### src/rtl/systolic_pkg.sv
// Shared constants and helpers for the systolic array edge logic.
// skew_dly() is the single source of truth for per-lane skew depth.
package systolic_pkg;

    localparam int DATA_W = 32;

    typedef logic [DATA_W-1:0] word_t;

    function automatic int skew_dly(input int i, input int step);
        return 1 + i * step;
    endfunction

endpackage

### src/rtl/systolic_skew_buffer_delay_line.sv
// One lane of the skew buffer: DEPTH registered {valid,data} stages with
// global hold and synchronous clear.
module delay_line #(
    parameter int WIDTH = 32,
    parameter int DEPTH = 1
) (
    input  logic             clk,
    input  logic             rst,
    input  logic             stall,
    input  logic             flush,
    input  logic             in_valid,
    input  logic [WIDTH-1:0] in_data,
    output logic             out_valid,
    output logic [WIDTH-1:0] out_data,
    output logic             any_valid
);

    logic [DEPTH-1:0]            vld_pipe;
    logic [DEPTH-1:0][WIDTH-1:0] dat_pipe;

    // Data moves with valid unconditionally so the shift is a plain register chain.
    always_ff @(posedge clk or negedge rst) begin
        if (!rst) begin
            vld_pipe <= '0;
            dat_pipe <= '0;
        end else if (flush) begin
            vld_pipe <= '0;
            dat_pipe <= '0;
        end else if (!stall) begin
            vld_pipe[0] <= in_valid;
            dat_pipe[0] <= in_data;
            for (int k = 1; k < DEPTH; k++) begin
                vld_pipe[k] <= vld_pipe[k-1];
                dat_pipe[k] <= dat_pipe[k-1];
            end
        end
    end

    assign out_valid = vld_pipe[DEPTH-1];
    assign out_data  = dat_pipe[DEPTH-1];
    assign any_valid = |vld_pipe;

endmodule

### src/rtl/systolic_skew_buffer.sv
// Skews a lane vector into diagonal wavefront order for the PE array edge:
// lane i is delayed by skew_dly(i, STEP) cycles.
module systolic_skew_buffer
    import systolic_pkg::*;
#(
    parameter int WIDTH = DATA_W,
    parameter int LANES = 4,
    parameter int STEP  = 1
) (
    input  logic                   clk,
    input  logic                   rst,
    input  logic                   stall,
    input  logic                   flush,
    input  logic [LANES-1:0]       in_valid,
    input  logic [LANES*WIDTH-1:0] in_data,
    output logic [LANES-1:0]       out_valid,
    output logic [LANES*WIDTH-1:0] out_data,
    output logic                   drained
);

    logic [LANES-1:0] any_valid;

    for (genvar i = 0; i < LANES; i++) begin : g_lane
        delay_line #(
            .WIDTH (WIDTH),
            .DEPTH (skew_dly(i, STEP))
        ) u_lane (
            .clk       (clk),
            .rst       (rst),
            .stall     (stall),
            .flush     (flush),
            .in_valid  (in_valid[i]),
            .in_data   (in_data[i*WIDTH +: WIDTH]),
            .out_valid (out_valid[i]),
            .out_data  (out_data[i*WIDTH +: WIDTH]),
            .any_valid (any_valid[i])
        );
    end

    assign drained = ~|any_valid;

endmodule

### config.mk
export PLATFORM = sky130hd
export DESIGN_NAME = systolic_skew_buffer
export DESIGN_NICKNAME = d
export VERILOG_FILES = /design/src/rtl/systolic_pkg.sv /design/src/rtl/systolic_skew_buffer_delay_line.sv /design/src/rtl/systolic_skew_buffer.sv
export SDC_FILE = /design/constraint.sdc
export NUM_CORES = 1
export LEC_CHECK = 0
export CORE_UTILIZATION = 55
export DETAILED_ROUTE_END_ITERATION = 16
export PLACE_DENSITY = 0.84
export SLEW_MARGIN = 20
export SYNTH_ARGS = -nofsm -noshare
export SYNTH_HDL_FRONTEND = slang
export SYNTH_SLANG_ARGS = --single-unit
### constraint.sdc
create_clock -name clk -period 3.4 [get_ports clk]
set_input_delay 0.68 -clock clk [delete_from_list [all_inputs] [get_ports clk]]
set_output_delay 0.68 -clock clk [all_outputs]
set_load 0.03 [all_outputs]
==> flow_metrics.py <==
metrics = {
    "outcome": {
        "status": "completed",
    },
    "logic_synthesis": {
        "synthCells": 1167,
        "seq_area_frac_synth_pct": 58.1,
        "synth_seq_cells": 330,
        "yosys_warnings": 0,
        "synth.avg_cell_area_um2": 12.2,
        "synth_area_mm2": 0.0142,
        "netlist-cell-type-count": 11,
        "syn-num-nets": 1303,
    },
    "placed_design": {
        "place_congestion": 0.770,
        "place_ws_ns": 0.834,
        "place_area_mm2": 0.0162,
        "placed_cells": 1609,
        "port_buffers": 268,
        "place_hpwl_um": 17600,
    },
    "sta": {
        "fin_tns_setup_ns": 0,
        "timing.hold.ws_ns": 0.208,
        "min_period_over_period_pct": 91.2,
        "max_freq_mhz": 323,
        "finalWorstSetupSlack_ns": 0.299,
        "grt_setup_unrepaired": "false",
        "period_minus_slack_ns": 3.10,
        "setup_viol": 0,
        "hold_viol": 0,
        "relSlewSlack_pct": 50.7,
        "worstMarginPinSlew_ns": 0.739,
        "slew_violations": 0,
        "skew_ns": 0.00743,
    },
    "detailed_routing": {
        "drc": 0,
        "vias": 8589,
        "via_per_inst": 5.14,
        "wl_um": 27400,
        "ant_nets": 0,
        "drtIter0Drc": 580,
        "wl_per_cell_um": 16.4,
        "firstDrtPassIters": 5,
    },
    "clock_tree": {
        "cts_tree": "yes",
        "cts_resized": 0,
        "cts_hold_buf": 0,
        "cts_root_buf": "clkbuf_16",
        "cts_buffers": 35,
        "cts.path.max_buffers": 3,
        "clk_latency_ns": 0.50,
        "htreeDepth": 2,
        "post_cts_buffers": 0,
        "cts_sinks": 330,
        "cts.reportedPaths.clkPinSlew_ns": 0.06,
    },
    "grt": {
        "grt_pass1_wl_um": 44900,
        "grt_pass1_vias": 8866,
        "antenna_found_initial": 1,
        "grt_max_degree": 116,
        "grt_overflow": 0,
        "grt.total_usage_pct": 21.2,
    },
    "layout": {
        "post-route-util_pct": 69.0,
        "finalNetCount": 1452,
        "fin_cells": 1671,
        "fillers": 1782,
        "drive_above_1_share_pct": 5.82,
        "syn_to_final_growth_pct": 22.5,
        "final_cell_mix": "mux2i_1, nor2_1, dfrtp_1",
        "final_area_mm2": 0.0174,
        "diodes": 0,
    },
    "worst_hold_path": {
        "worst_hold_path_type": "in -> async",
    },
    "die": {
        "die_area_mm2": 0.0265,
        "pin_count": 269,
        "dieHeight_um": 163,
        "initial_utilization_pct": 56.3,
        "num_rows": 58,
        "coreArea_mm2": 0.0253,
        "die_w_um": 163,
    },
    "power_and_ir_drop": {
        "pwr-share-seq_pct": 46.3,
        "sw_frac_of_total_pct": 22.5,
        "cellLeakagePower_nw": 8.72,
        "p_per_area_mw_per_mm2": 515,
        "peakVddDrop_v": 0.000431,
        "intPower_mw": 6.94,
        "pwr-share-comb_pct": 10.0,
        "clkPwrFrac_pct": 43.7,
        "power_switching_mw": 2.02,
        "p_total_mw": 8.96,
    },
    "critical_path": {
        "cp-start-kind": "flip-flop",
        "end_kind": "output pin",
        "arrival_ns": 2.42,
        "crit_type": "reg -> out",
        "critPathMaxFanout": 3,
        "cp.required_ns": 2.72,
    },
    "flow_run": {
        "maxCapViolCount": 0,
    },
}
==> worst max-delay path, cell delays in order, from the launching register on <==
cell	delay (ns)
dfrtp_1	0.41
or4_4	0.55
nor4_2	0.25
clkdlybuf4s50_1	0.71
==> worst paths after layout <==
check,slack (ns),startpoint,endpoint,cells past startpoint
setup / recovery,0.30,g_lane[0].u_lane.any_valid,drained,3
hold / removal,0.21,rst,g_lane[2].u_lane.out_data[19],1
setup reg to reg,2.62,g_lane[1].u_lane.dat_pipe[22],g_lane[1].u_lane.dat_pipe[22],2
hold reg to reg,0.52,g_lane[3].u_lane.dat_pipe[52],g_lane[3].u_lane.dat_pipe[84],2
max in group asynchronous,2.31,rst,g_lane[1].u_lane.dat_pipe[18],2
min in group clk,0.52,g_lane[3].u_lane.dat_pipe[52],g_lane[3].u_lane.dat_pipe[84],2
==> cell usage after synthesis <==
library cell,number,share of area [%]
or4_4,1,0.079
mux2i_1,330,23
dfrtp_1,330,58
clkbuf_1,33,0.87
buf_8,23,2.4
nor4_2,1,0.088
nor2_1,330,8.7
or4_1,1,0.053
buf_6,10,0.79
buf_2,4,0.14
buf_4,104,5.5
==> power by group through the flow <==
| stage | Sequential, mW | Clock, mW | Combinational [mW] |
|---|---|---|---|
| floorplan | 4.24 | 0 | 0.521 |
| global placement | 4.21 | 0 | 0.879 |
| detailed placement | 4.22 | 0 | 0.900 |
| CTS | 4.15 | 4.03 | 0.909 |
| global route | 4.16 | 4.19 | 0.975 |
| finish | 4.15 | 3.92 | 0.894 |
==> final cells by class <==
type / instances / area (µm²) / share of cell area (%)
clock buffers: 55 / 1100 / 6.34
repair buffers: 286 / 2960 / 17.0
multi-input cells: 663 / 4570 / 26.3
clock inverters: 7 / 110 / 0.632
flip-flops and latches: 330 / 8260 / 47.4
well taps: 330 / 413 / 2.37
==> kinds of logic (layout without fill, tap and decap cells) <==
family        count (synthesis)  in the layout  share of synthesized area [%]
buf+inv                     174            348                           9.73
simple gates                333            333                           8.93
flops                       330            330                           58.1
mux                         330            330                           23.2
==> sequential cells by signal, summed over array words and instances (netlist names) <==
register	flops
g_lane.u_lane.vld_pipe	9
g_lane.u_lane.dat_pipe	192
g_lane.u_lane.out_data	128
g_lane.u_lane.any_valid	1
==> layer usage <==
layer	vias up	global-route usage [%]	part of all wire, %
met5	-	0	0.062
met4	2	6.80	2.2
met3	48	7.10	8.1
met2	229	33.4	47
met1	4262	27.5	42
li1	4048	-	-
No activity file was read; power rests on OpenSTA's default activity.
